**src/rtl/ro_frame_sched.sv**
```systemverilog
// ro_frame_sched: sticky event capture and time-multiplexed I/Q readout, one channel per slot after a header slot.
// Define RO_PARITY_EN to append a parity slot carrying the XOR of all values emitted in the frame.
module ro_frame_sched #(
  parameter int N_CH   = 16,
  parameter int SLOT_W = 4,
  parameter int OVF_W  = 8
) (
  input  logic              clk_master,
  input  logic              rstb,
  input  logic              ro_en,
  input  logic [N_CH-1:0]   eve_I,
  input  logic [N_CH-1:0]   pol_I,
  input  logic [N_CH-1:0]   eve_Q,
  input  logic [N_CH-1:0]   pol_Q,
  output logic [SLOT_W-1:0] slot_gray,
  output logic              frame_sync,
  output logic [1:0]        read_out_I,
  output logic [1:0]        read_out_Q,
  output logic [OVF_W-1:0]  ovf_cnt,
  output logic              busy
);
  localparam int HW = $clog2(4 * N_CH + 1);
  localparam int SW = ((OVF_W > HW) ? OVF_W : HW) + 1;
  typedef enum logic [1:0] {IDLE, HEADER, SCAN, PARITY} state_t;
  state_t              r_state, w_nxt_state, w_end_st;
  logic [SLOT_W-1:0]   r_k, w_nxt_k;
  logic [N_CH-1:0]     r_pe_I, r_pp_I, r_pe_Q, r_pp_Q, w_clr;
  logic [SLOT_W-1:0]   r_slot_gray, w_o_gray;
  logic                r_frame_sync, w_o_fs, r_busy, w_o_busy, w_last;
  logic [1:0]          r_ro_I, r_ro_Q, w_o_I, w_o_Q, w_rd_I, w_rd_Q;
  logic [1:0]          r_par_I, r_par_Q, w_par_I, w_par_Q;
  logic [OVF_W-1:0]    r_ovf, w_ovf;
  logic [HW-1:0]       w_hits;
  logic [SW-1:0]       w_sum;
  assign w_last = (r_k == SLOT_W'(N_CH - 1));
`ifdef RO_PARITY_EN
  assign w_end_st = PARITY;
`else
  assign w_end_st = ro_en ? HEADER : IDLE;
`endif
  always_ff @(posedge clk_master or negedge rstb) begin
    if (!rstb) begin
      r_state <= IDLE;
      r_k     <= '0;
    end else begin
      r_state <= w_nxt_state;
      r_k     <= w_nxt_k;
    end
  end
  always_comb begin
    w_nxt_state = r_state;
    unique case (r_state)
      IDLE:    w_nxt_state = ro_en ? HEADER : IDLE;
      HEADER:  w_nxt_state = SCAN;
      SCAN:    w_nxt_state = w_last ? w_end_st : SCAN;
      default: w_nxt_state = ro_en ? HEADER : IDLE;
    endcase
  end
  assign w_nxt_k = (r_state == SCAN) ? r_k + 1'b1 : '0;
  // Only the channel whose slot is being entered is cleared; a same-edge input keeps its flag set.
  assign w_clr  = (w_nxt_state == SCAN) ? (N_CH'(1) << w_nxt_k) : '0;
  assign w_rd_I = {r_pp_I[w_nxt_k], r_pe_I[w_nxt_k]};
  assign w_rd_Q = {r_pp_Q[w_nxt_k], r_pe_Q[w_nxt_k]};
  always_comb begin
    w_hits = '0;
    for (int i = 0; i < N_CH; i++)
      w_hits = w_hits + HW'(eve_I[i] & r_pe_I[i] & ~w_clr[i]) + HW'(pol_I[i] & r_pp_I[i] & ~w_clr[i])
                      + HW'(eve_Q[i] & r_pe_Q[i] & ~w_clr[i]) + HW'(pol_Q[i] & r_pp_Q[i] & ~w_clr[i]);
  end
  assign w_sum = SW'(r_ovf) + SW'(w_hits);
  assign w_ovf = (w_sum > SW'({OVF_W{1'b1}})) ? {OVF_W{1'b1}} : w_sum[OVF_W-1:0];
  always_comb begin
    w_o_gray = '0;
    w_o_fs   = 1'b0;
    w_o_I    = '0;
    w_o_Q    = '0;
    w_o_busy = (w_nxt_state != IDLE);
    w_par_I  = r_par_I;
    w_par_Q  = r_par_Q;
    unique case (w_nxt_state)
      HEADER: begin
        w_o_fs  = 1'b1;
        w_o_I   = 2'b11;
        w_o_Q   = 2'b11;
        w_par_I = '0;
        w_par_Q = '0;
      end
      SCAN: begin
        w_o_gray = w_nxt_k ^ (w_nxt_k >> 1);
        w_o_I    = w_rd_I;
        w_o_Q    = w_rd_Q;
        w_par_I  = r_par_I ^ w_rd_I;
        w_par_Q  = r_par_Q ^ w_rd_Q;
      end
      PARITY: begin
        w_o_gray = r_slot_gray;
        w_o_I    = r_par_I;
        w_o_Q    = r_par_Q;
      end
      default: ;
    endcase
  end
  always_ff @(posedge clk_master or negedge rstb) begin
    if (!rstb) begin
      r_pe_I       <= '0;
      r_pp_I       <= '0;
      r_pe_Q       <= '0;
      r_pp_Q       <= '0;
      r_slot_gray  <= '0;
      r_frame_sync <= 1'b0;
      r_ro_I       <= '0;
      r_ro_Q       <= '0;
      r_par_I      <= '0;
      r_par_Q      <= '0;
      r_ovf        <= '0;
      r_busy       <= 1'b0;
    end else begin
      r_pe_I       <= (r_pe_I & ~w_clr) | eve_I;
      r_pp_I       <= (r_pp_I & ~w_clr) | pol_I;
      r_pe_Q       <= (r_pe_Q & ~w_clr) | eve_Q;
      r_pp_Q       <= (r_pp_Q & ~w_clr) | pol_Q;
      r_slot_gray  <= w_o_gray;
      r_frame_sync <= w_o_fs;
      r_ro_I       <= w_o_I;
      r_ro_Q       <= w_o_Q;
      r_par_I      <= w_par_I;
      r_par_Q      <= w_par_Q;
      r_ovf        <= w_ovf;
      r_busy       <= w_o_busy;
    end
  end
  assign slot_gray  = r_slot_gray;
  assign frame_sync = r_frame_sync;
  assign read_out_I = r_ro_I;
  assign read_out_Q = r_ro_Q;
  assign ovf_cnt    = r_ovf;
  assign busy       = r_busy;
endmodule

```
**config.mk**
```make
export PLATFORM = sky130hd
export DESIGN_NAME = ro_frame_sched
export DESIGN_NICKNAME = d
export VERILOG_FILES = /design/src/rtl/ro_frame_sched.sv
export SDC_FILE = /design/constraint.sdc
export NUM_CORES = 1
export LEC_CHECK = 0
export BUFFER_PORTS_ARGS = -buffer_cell sky130_fd_sc_hd__buf_2
export CORE_MARGIN = 4
export CORE_UTILIZATION = 25
export DETAILED_ROUTE_END_ITERATION = 8
export RECOVER_POWER = 100
export SLEW_MARGIN = 20
export SYNTH_ARGS = -nofsm -noshare
export SYNTH_HDL_FRONTEND = slang
export SYNTH_SLANG_ARGS = --single-unit
```
**constraint.sdc**
```tcl
create_clock -name clk_master -period 11.45 [get_ports clk_master]
set_input_delay 0.5725 -clock clk_master [delete_from_list [all_inputs] [get_ports clk_master]]
set_output_delay 0.5725 -clock clk_master [all_outputs]
set_load 0.05 [all_outputs]
```
==> results of run 1 <==
==> flip-flops by register name (all words and copies together) (netlist names), 2 cells and up <==
| name | cells |
|---|---|
| r_pp_I | 16 |
| r_par_I | 2 |
| r_k | 4 |
| r_state | 2 |
| r_par_Q | 2 |
| r_pe_I | 16 |
| r_pe_Q | 16 |
| ovf_cnt | 8 |
| slot_gray | 4 |
| r_pp_Q | 16 |
| read_out_Q | 2 |
| read_out_I | 2 |
==> stage by stage <==
| stage | hold WS, ns | setup slack (ns) | instance area [um^2] | cells |
|---|---|---|---|---|
| finish | 0.3952 | 1.395 | 7330 | 984 |
| detailed placement | 0.4769 | 1.465 | 7067 | 968 |
| floorplan | 0.2769 | 2.583 | 6287 | 568 |
| CTS | 0.2075 | 1.464 | 7381 | 984 |
| global route | 0.3955 | 0.6216 | 7330 | 984 |
| global placement | 0.4744 | 1.710 | 7067 | 968 |
==> kinds of logic (layout without fill, tap and decap cells) <==
kind of cell	count (synthesis)	in the layout	synth area share, %
AND/OR/NAND/NOR	155	155	12.84
AO/OA/AOI/OAI	126	126	15.00
flip-flops	92	92	36.62
adder cells (fa/ha/maj)	89	89	24.28
buffers and inverters	73	165	4.716
multiplexers	24	24	5.055
XOR/XNOR	9	9	1.493
==> layer usage <==
metal / vias up / GRT usage (%) / wire [um]
met5: - / 0 / 7
met4: 2 / 4.340 / 381
met3: 19 / 2.536 / 832
met2: 122 / 19.89 / 8020
met1: 2281 / 17.95 / 7922
li1: 2166 / - / -
==> worst max-delay path, delay by kind of cell (launching register included) <==
kind / cells / cell delay [ns]
buffers and inverters: 4 / 0.72
and+or+nand+nor: 4 / 1.26
adders and majority gates: 13 / 5.88
xor gates and xnor gates: 1 / 0.16
DFF: 1 / 0.39
AOI/OAI and AO/OA: 6 / 1.47
==> cell type report <==
| type | count | area, um^2 | area share, % |
|---|---|---|---|
| multi-input combinational | 403 | 3667 | 50.03 |
| clock inverter | 7 | 88.84 | 1.212 |
| inverter | 64 | 240.2 | 3.278 |
| tap | 324 | 405.4 | 5.531 |
| timing repair buffer | 85 | 400.4 | 5.463 |
| sequential | 92 | 2302 | 31.41 |
| clock buffer | 9 | 225.2 | 3.073 |
==> synth_stat cells, drive strengths merged, types with 5 or more instances <==
master and n:
o21ai 12, ha 34, mux4 5, fa 55, inv 64, dfrtp 92, nand2b 7, nand3 65
and3 26, a21o 67, mux2i 17, buf 8, xor2 5, nor2b 7, nand2 28, a21oi 14
nor2 12
==> worst paths after layout <==
| kind | from | to | slack (ns) | cells past startpoint |
|---|---|---|---|---|
| setup / recovery | r_state[0] | ovf_cnt[2] | 1.39 | 28 |
| hold / removal | eve_Q[12] | r_pe_Q[12] | 0.40 | 2 |
| setup reg to reg | r_state[0] | ovf_cnt[2] | 1.39 | 28 |
| hold reg to reg | slot_gray[2] | slot_gray[2] | 0.49 | 2 |
| max in group asynchronous | rstb | r_pp_Q[15] | 6.85 | 2 |
| min in group asynchronous | rstb | ovf_cnt[6] | 0.89 | 1 |
==> qor.csv, run 1 <==
stage,metric,value,unit
global_route,total grt overflow,0,
routing,DR iter-0 viols,381,
outcome,failing checks,"capacitance limit, slew limit",
flow_run,Max-Cap Viols,2,
routing,drt first pass iters,5,
cts,"CTS clk-pin slew, worst paths",0.08,ns
timing,setup tns final,0,ns
routing,DRC errors left,0,
timing,Slew @ Worst Pin,2.940,ns
timing,f_max,0.09945,GHz
outcome,status,"complete, but fails checks",
die,Die W,166.6,um
cells_and_area,"most common cell after layout, fill and taps aside",dfrtp_1,
cts,CTS tree,done,
cells_and_area,Final nets,811,
synth,Async SR Flop Fraction,100.0,%
setup_path,worst stage delay on the critical path,0.56,ns
synth,Main synth FF type,dfrtp_1,
timing,"Hold Violations, Final",0,
synth,Post-synth EDFFs,0,
global_route,largest net degree at the start of global routing,54,
global_route,initial antenna violation count,1,
setup_path,top fanout value on the critical path,13,
cts,Max Root-Sink Buffers,2,
synth,post-synthesis register bit count,92,
setup_path,Worst setup SP type,flop,
cts,post_cts resized,0,
synth,mean area per synthesized cell,11.07,um^2
synth,unique cell type count in the Yosys netlist,59,
cts,post-CTS setup buffers,0,
synth,mapped cell area,6287,um^2
global_route,first-pass GRT wire length,27.30,mm
cells_and_area,P&R area growth vs syn,16.58,%
timing,setup violators final,0,
die,# rows,57,
die,Initial Util,25.63,%
cts,CTS Buf Count,9,
synth,sequential area share after synthesis,36.62,%
setup_path,CP Data Required Time,11.65,ns
setup_path,kind of critical path,flop to flop,
routing,remaining antenna violation count,0,
synth,syn nets,724,
setup_path,"Slowest-stage cell, CP",o21ai_0,
setup_path,most used cell along the critical path,fa_1,
cells_and_area,"leading cell types in the layout, fill and taps excluded","dfrtp_1 (92), a21o_1 (67), nand3_1 (65), buf_2 (65), inv_1 (64)",
timing,max-slew violations,95,
synth,Synth area leader,dfrtp_1,
routing,Routed WL,17.16,mm
synth,Synth warnings,0,
cts,CTS Sinks,92,
die,num ports,85,
placement,Port Buffers,84,
cts,CTS H-tree lvls,3,
timing,RSZ-0062 raised after global routing,false,
die,core area,24530,um^2
cts,root buffer cell,clkbuf_16,
synth,area share of the largest cell type after synthesis,36.62,%
global_route,vias in the first global route,4635,
cells_and_area,Util after Layout,29.88,%
routing,vias post-DR,4590,
cells_and_area,diode count,0,
cts,hold-fix buffers at CTS,0,
placement,Routability Congestion,0.8270,
setup_path,Arrival @ worst endpoint,10.26,ns
synth,Mapped Cells,568,
cts,worst skew pair latency,0.36,ns
placement,DP HPWL,14.14,mm
min_path,Hold Path Class,primary input to flop,
routing,Vias/cell,4.665,
timing,crit path time final,10.06,ns
timing,Final period util,87.82,%
setup_path,crit path capture type,flop,
routing,Avg WL per Cell,17.44,um
cells_and_area,layout cells sized above 1,15.30,%
timing,clock skew,0.01124,ns
global_route,Tot GR Track Use,12.80,%
cells_and_area,Fill cells,2585,
synth,most area-consuming cells after synthesis,"dfrtp_1 (37%), fa_1 (18%), a21o_1 (8.0%)",
timing,worst relative slew slack,-95.99,%
die,Die Y,166.6,um
die,full die area,27750,um^2
Power of run 1 is left out: the tool's default activity adds up to more than one toggle a clock period on the data nets, which glitch-free logic cannot reach.
==> inputs of run 2 (changes only) <==
CORE_UTILIZATION = 35   (was 25)
==> run 2 against run 1 <==
The flow still finishes with violations (capacitance limit, slew limit). Via count barely moved. Wire length down 3.1%. Core utilization grew 11 points. First-iteration DRC count is 14% lower. Global-route usage grew 4.6 points. Clock skew is 0.00054 ns lower. Worst setup slack worse by 0.39 ns.
==> qor.csv, run 2 (synthesis results as in run 1) <==
stage,metric,value,unit,change
outcome,status,"complete, but fails checks",,unchanged
outcome,failing checks,"capacitance limit, slew limit",,unchanged
timing,Final period util,91.21,%,was 87.82%
routing,Avg WL per Cell,18.79,um,was 17.44 um
placement,Port Buffers,84,,unchanged
die,Initial Util,35.98,%,was 25.63%
cells_and_area,"leading cell types in the layout, fill and taps excluded","dfrtp_1 (92), a21o_1 (67), nand3_1 (65), buf_2 (65), inv_1 (64)",,unchanged
placement,Place WS,1.254,ns,was 1.465 ns
setup_path,top fanout value on the critical path,13,,unchanged
setup_path,Buffers & Inverters on Critical Path,6,,was 4
cells_and_area,P&R area growth vs syn,14.21,%,was 16.58%
cts,post-CTS setup buffers,0,,unchanged
global_route,Tot GR Track Use,17.38,%,was 12.80%
timing,minimum hold slack,0.3976,ns,was 0.3952 ns
cts,post_cts resized,0,,unchanged
timing,f_max,0.09575,GHz,was 0.09945 GHz
global_route,largest net degree at the start of global routing,53,,was 54
global_route,met1 Resource Use GR,23.07,%,was 17.95%
timing,crit path time final,10.44,ns,was 10.06 ns
setup_path,kind of critical path,flop to flop,,unchanged
timing,worst relative slew slack,-91.63,%,was -95.99%
timing,setup violators final,0,,unchanged
routing,Routed WL,16.63,mm,was 17.16 mm
timing,max-slew violations,95,,unchanged
setup_path,CP Data Required Time,11.64,ns,was 11.65 ns
cells_and_area,layout cells sized above 1,15.15,%,was 15.30%
global_route,Top Usage Layer GRT,met2,,unchanged
cts,worst skew pair latency,0.36,ns,about the same
routing,DRC errors left,0,,unchanged
die,Die Y,142.0,um,was 166.6 um
cts,CTS Buf Count,9,,unchanged
routing,drt first pass iters,5,,unchanged
timing,RSZ-0062 raised after global routing,false,,unchanged
timing,setup tns final,0,ns,unchanged
min_path,Hold Path Class,primary input to flop,,unchanged
cells_and_area,"most common cell after layout, fill and taps aside",dfrtp_1,,unchanged
die,num ports,85,,unchanged
setup_path,"Slowest-stage cell, CP",inv_1,,was o21ai_0
cells_and_area,diode count,0,,unchanged
timing,Slew @ Worst Pin,2.874,ns,was 2.940 ns
global_route,vias in the first global route,4929,,was 4635
setup_path,Worst setup SP type,flop,,unchanged
placement,DP HPWL,13.56,mm,was 14.14 mm
die,# rows,48,,was 57
global_route,total grt overflow,0,,unchanged
timing,setup ws final,1.006,ns,was 1.395 ns
setup_path,crit path capture type,flop,,unchanged
cts,"CTS clk-pin slew, worst paths",0.08,ns,about the same
cells_and_area,Final nets,811,,unchanged
die,core area,17480,um^2,was 24530 um^2
cts,CTS tree,done,,unchanged
cts,CTS H-tree lvls,3,,unchanged
setup_path,most used cell along the critical path,fa_1,,unchanged
global_route,first-pass GRT wire length,26.74,mm,was 27.30 mm
die,full die area,20170,um^2,was 27750 um^2
global_route,GR Util met2,27.85,%,was 19.89%
cts,Max Root-Sink Buffers,2,,unchanged
routing,vias post-DR,4588,,was 4590
placement,Routability Congestion,0.8491,,was 0.8270
global_route,met3 Track Usage GR,3.931,%,was 2.536%
setup_path,worst stage delay on the critical path,0.63,ns,was 0.56 ns
setup_path,Arrival @ worst endpoint,10.63,ns,was 10.26 ns
timing,"Hold Violations, Final",0,,unchanged
cts,CTS Sinks,92,,unchanged
routing,remaining antenna violation count,0,,unchanged
global_route,initial antenna violation count,0,,was 1
setup_path,CP top delay family,adder cells,,unchanged
routing,Vias/cell,5.184,,was 4.665
timing,clock skew,0.01069,ns,was 0.01124 ns
die,Die W,142.0,um,was 166.6 um
routing,DR iter-0 viols,327,,was 381
cts,hold-fix buffers at CTS,0,,unchanged
flow_run,Max-Cap Viols,2,,unchanged
cts,root buffer cell,clkbuf_16,,unchanged
run 2: through the flow:
| stage | std cells | cell area (um^2) | utilization (%) |
|---|---|---|---|
| after detailed placement | 869 | 6943 | 39.73 |
| after floorplan | 568 | 6287 | - |
| final | 885 | 7181 | 41.09 |
| after CTS | 885 | 7238 | 41.42 |
| after global placement | 869 | 6943 | 39.73 |
| after global routing | 885 | 7181 | 41.09 |
run 2: area by class of cell:
class	instances	area [um^2]
multi-input cells	403	3661
repair buffers	85	400.4
flip-flops and latches	92	2302
clock inverters	7	70.07
fillers	1733	10300
well taps	225	281.5
inverters	64	240.2
clock buffers	9	225.2
run 2: layer usage:
layer	part of all wire [%]	up-vias	wire length, um
met5	0	-	0
li1	-	2153	-
met2	48	134	8002
met1	44	2279	7270
met4	2.4	0	399
met3	5.8	22	960
run 2: final timing paths:
| kind | start | to | slack, ns | cells after the start |
|---|---|---|---|---|
| max | r_state[0] | ovf_cnt[6] | 1.01 | 30 |
| min | eve_I[6] | r_pe_I[6] | 0.40 | 2 |
| max reg2reg | r_state[0] | ovf_cnt[6] | 1.01 | 30 |
| min reg2reg | slot_gray[2] | slot_gray[2] | 0.49 | 2 |
| max in group asynchronous | rstb | r_state[1] | 6.97 | 2 |
| min in group asynchronous | rstb | ovf_cnt[5] | 0.87 | 1 |
Power of run 2 is left out for the same reason.
==> inputs of run 3 (changes only) <==
==> constraint.sdc (replaced) <==
create_clock -name clk_master -period 11.45 [get_ports clk_master]
set_input_delay 0 -clock clk_master [delete_from_list [all_inputs] [get_ports clk_master]]
set_output_delay 0 -clock clk_master [all_outputs]
set_load 0.05 [all_outputs]
==> run 3 against run 2 <==
The run still ends with capacitance limit, slew limit left. Core utilization rose by 3.8 points. Global-route usage rose by 0.45 points. Fmax fell by 0.35%. Clock skew fell by 0.0011 ns. First-iteration DRC count rose by 0.61%. Critical path depth did not move. Design area rose by 9.2%. Sequential share of layout area fell by 2.7 points. Register-to-register slack got worse by 0.04 ns. Worst setup slack got worse by 0.037 ns. Worst hold slack got worse by 0.044 ns. Critical endpoint unchanged.
==> qor.csv, run 3 (synthesis results as in run 1) <==
stage,metric,value,unit,change
cells_and_area,register area,2302,um^2,unchanged
setup_path,"Slowest-stage cell, CP",inv_1,,unchanged
setup_path,most used cell along the critical path,fa_1,,unchanged
cells_and_area,Fill cells,1672,,was 1733
routing,DRC errors left,0,,unchanged
setup_path,top fanout value on the critical path,13,,unchanged
cells_and_area,Final nets,877,,was 811
cells_and_area,footprint of the multi-input gates,3661,um^2,unchanged
global_route,vias in the first global route,5121,,was 4929
cts,CTS tree,done,,unchanged
min_path,hold_sp,eve_I[7],,was eve_I[6]
routing,Vias/cell,5.113,,was 5.184
global_route,initial antenna violation count,0,,unchanged
setup_path,crit path capture type,flop,,unchanged
routing,Routed WL,17.06,mm,was 16.63 mm
setup_path,Crit Reg-Reg Endpoint,ovf_cnt[6],,unchanged
global_route,Top Usage Layer GRT,met2,,unchanged
die,Initial Util,35.98,%,unchanged
cts,CTS Buf Count,9,,unchanged
global_route,GR Util met2,28.82,%,was 27.85%
global_route,Tot GR Track Use,17.83,%,was 17.38%
timing,crit path time final,10.48,ns,was 10.44 ns
placement,Place WS,1.254,ns,unchanged
cts,root buffer cell,clkbuf_16,,unchanged
timing,minimum hold slack,0.3533,ns,was 0.3976 ns
die,core area,17480,um^2,unchanged
cells_and_area,"most common cell after layout, fill and taps aside",dfrtp_1,,unchanged
cells_and_area,"leading cell types in the layout, fill and taps excluded","dfrtp_1 (92), a21o_1 (67), dlygate4sd3_1 (66)",,"was dfrtp_1 (92), a21o_1 (67), nand3_1 (65), buf_2 (65), inv_1 (64)"
cts,worst skew pair latency,0.36,ns,about the same
cells_and_area,P&R area growth vs syn,24.72,%,was 14.21%
setup_path,Buffers & Inverters on Critical Path,6,,unchanged
setup_path,CP top delay family,adder cells,,unchanged
die,Die Y,142.0,um,unchanged
cts,post-CTS setup buffers,0,,unchanged
setup_path,worst stage delay on the critical path,0.65,ns,was 0.63 ns
setup_path,R2R depth,30,,unchanged
flow_run,Max-Cap Viols,2,,unchanged
outcome,status,"complete, but fails checks",,unchanged
cts,hold-fix buffers at CTS,66,,was 0
global_route,largest net degree at the start of global routing,53,,unchanged
routing,DR iter-0 viols,329,,was 327
setup_path,Arrival @ worst endpoint,10.67,ns,was 10.63 ns
timing,"Hold Violations, Final",0,,unchanged
timing,Final period util,91.53,%,was 91.21%
min_path,Hold EP,r_pe_I[7],,was r_pe_I[6]
die,Die W,142.0,um,unchanged
cells_and_area,diode count,0,,unchanged
placement,Port Buffers,84,,unchanged
cts,"CTS clk-pin slew, worst paths",0.08,ns,about the same
global_route,total grt overflow,0,,unchanged
min_path,Hold Path Class,primary input to flop,,unchanged
routing,remaining antenna violation count,0,,unchanged
cts,Max Root-Sink Buffers,2,,unchanged
setup_path,Worst setup SP type,flop,,unchanged
timing,worst relative slew slack,-91.27,%,was -91.63%
setup_path,Worst R2R Setup Slack,0.97,ns,was 1.01 ns
routing,drt first pass iters,5,,unchanged
die,full die area,20170,um^2,unchanged
timing,f_max,0.09541,GHz,was 0.09575 GHz
timing,setup ws final,0.9694,ns,was 1.006 ns
timing,RSZ-0062 raised after global routing,false,,unchanged
cts,CTS Sinks,92,,unchanged
timing,max-slew violations,95,,unchanged
routing,Avg WL per Cell,17.93,um,was 18.79 um
global_route,first-pass GRT wire length,27.59,mm,was 26.74 mm
timing,setup tns final,0,ns,unchanged
placement,DP HPWL,13.56,mm,unchanged
timing,clock skew,0.009605,ns,was 0.01069 ns
global_route,met1 Resource Use GR,23.76,%,was 23.07%
placement,Routability Congestion,0.8491,,unchanged
timing,Slew @ Worst Pin,2.869,ns,was 2.874 ns
routing,vias post-DR,4862,,was 4588
setup_path,kind of critical path,flop to flop,,unchanged
cts,post_cts resized,0,,unchanged
outcome,failing checks,"capacitance limit, slew limit",,unchanged
setup_path,r2r startpoint,r_state[0],,unchanged
cells_and_area,layout cells sized above 1,13.77,%,was 15.15%
die,# rows,48,,unchanged
setup_path,CP Data Required Time,11.64,ns,about the same
min_path,Hold Path Depth,3,,was 2
cts,CTS H-tree lvls,3,,unchanged
global_route,met3 Track Usage GR,3.663,%,was 3.931%
die,num ports,85,,unchanged
timing,setup violators final,0,,unchanged
run 3: cell types whose count changed in the layout (fill, tap and decap cells not counted), sizes merged:
cell,delta
dlygate4sd3,+66
run 3: final cells by class:
class | count | area share [%]
clock buffer | 9 | 2.872
clock inverter | 7 | 0.8936
inverter | 64 | 3.064
multi-input combinational | 403 | 46.69
sequential | 92 | 29.36
tap | 225 | 3.590
timing repair buffer | 151 | 13.53
run 3: layer usage:
layer,routed length [um],vias to the layer above
met5,0,-
li1,-,2282
met1,7491,2436
met3,879,24
met4,404,0
met2,8280,120
run 3: worst max path at each step:
stage | from | endpoint | slack, ns | cells after the start
after floorplan | r_k[0] | ovf_cnt[2] | 2.58 | 32
after global placement | r_k[0] | ovf_cnt[6] | 1.59 | 31
after detailed placement | r_k[0] | ovf_cnt[6] | 1.25 | 31
after CTS | r_k[0] | ovf_cnt[6] | 1.24 | 31
after global routing | r_state[0] | ovf_cnt[2] | 0.30 | 32
final | r_state[0] | ovf_cnt[6] | 0.97 | 30
run 3: worst register-to-register path: cells and delay by family (launching register included):
family / cells / cell delay [ns]
adders and majority gates: 13 / 5.89
AOI/OAI and AO/OA: 6 / 1.54
and+or+nand+nor: 4 / 1.40
buffers and inverters: 6 / 0.92
DFF: 1 / 0.39
xor gates and xnor gates: 1 / 0.16
run 3: per-stage QoR:
| stage | area [um^2] | util, % | instances |
|---|---|---|---|
| floorplan | 6287 | - | 568 |
| global placement | 6943 | 39.73 | 869 |
| detailed placement | 6943 | 39.73 | 869 |
| CTS | 7899 | 45.20 | 951 |
| global route | 7841 | 44.87 | 951 |
| finish | 7841 | 44.87 | 951 |
Power of run 3 is left out for the same reason.
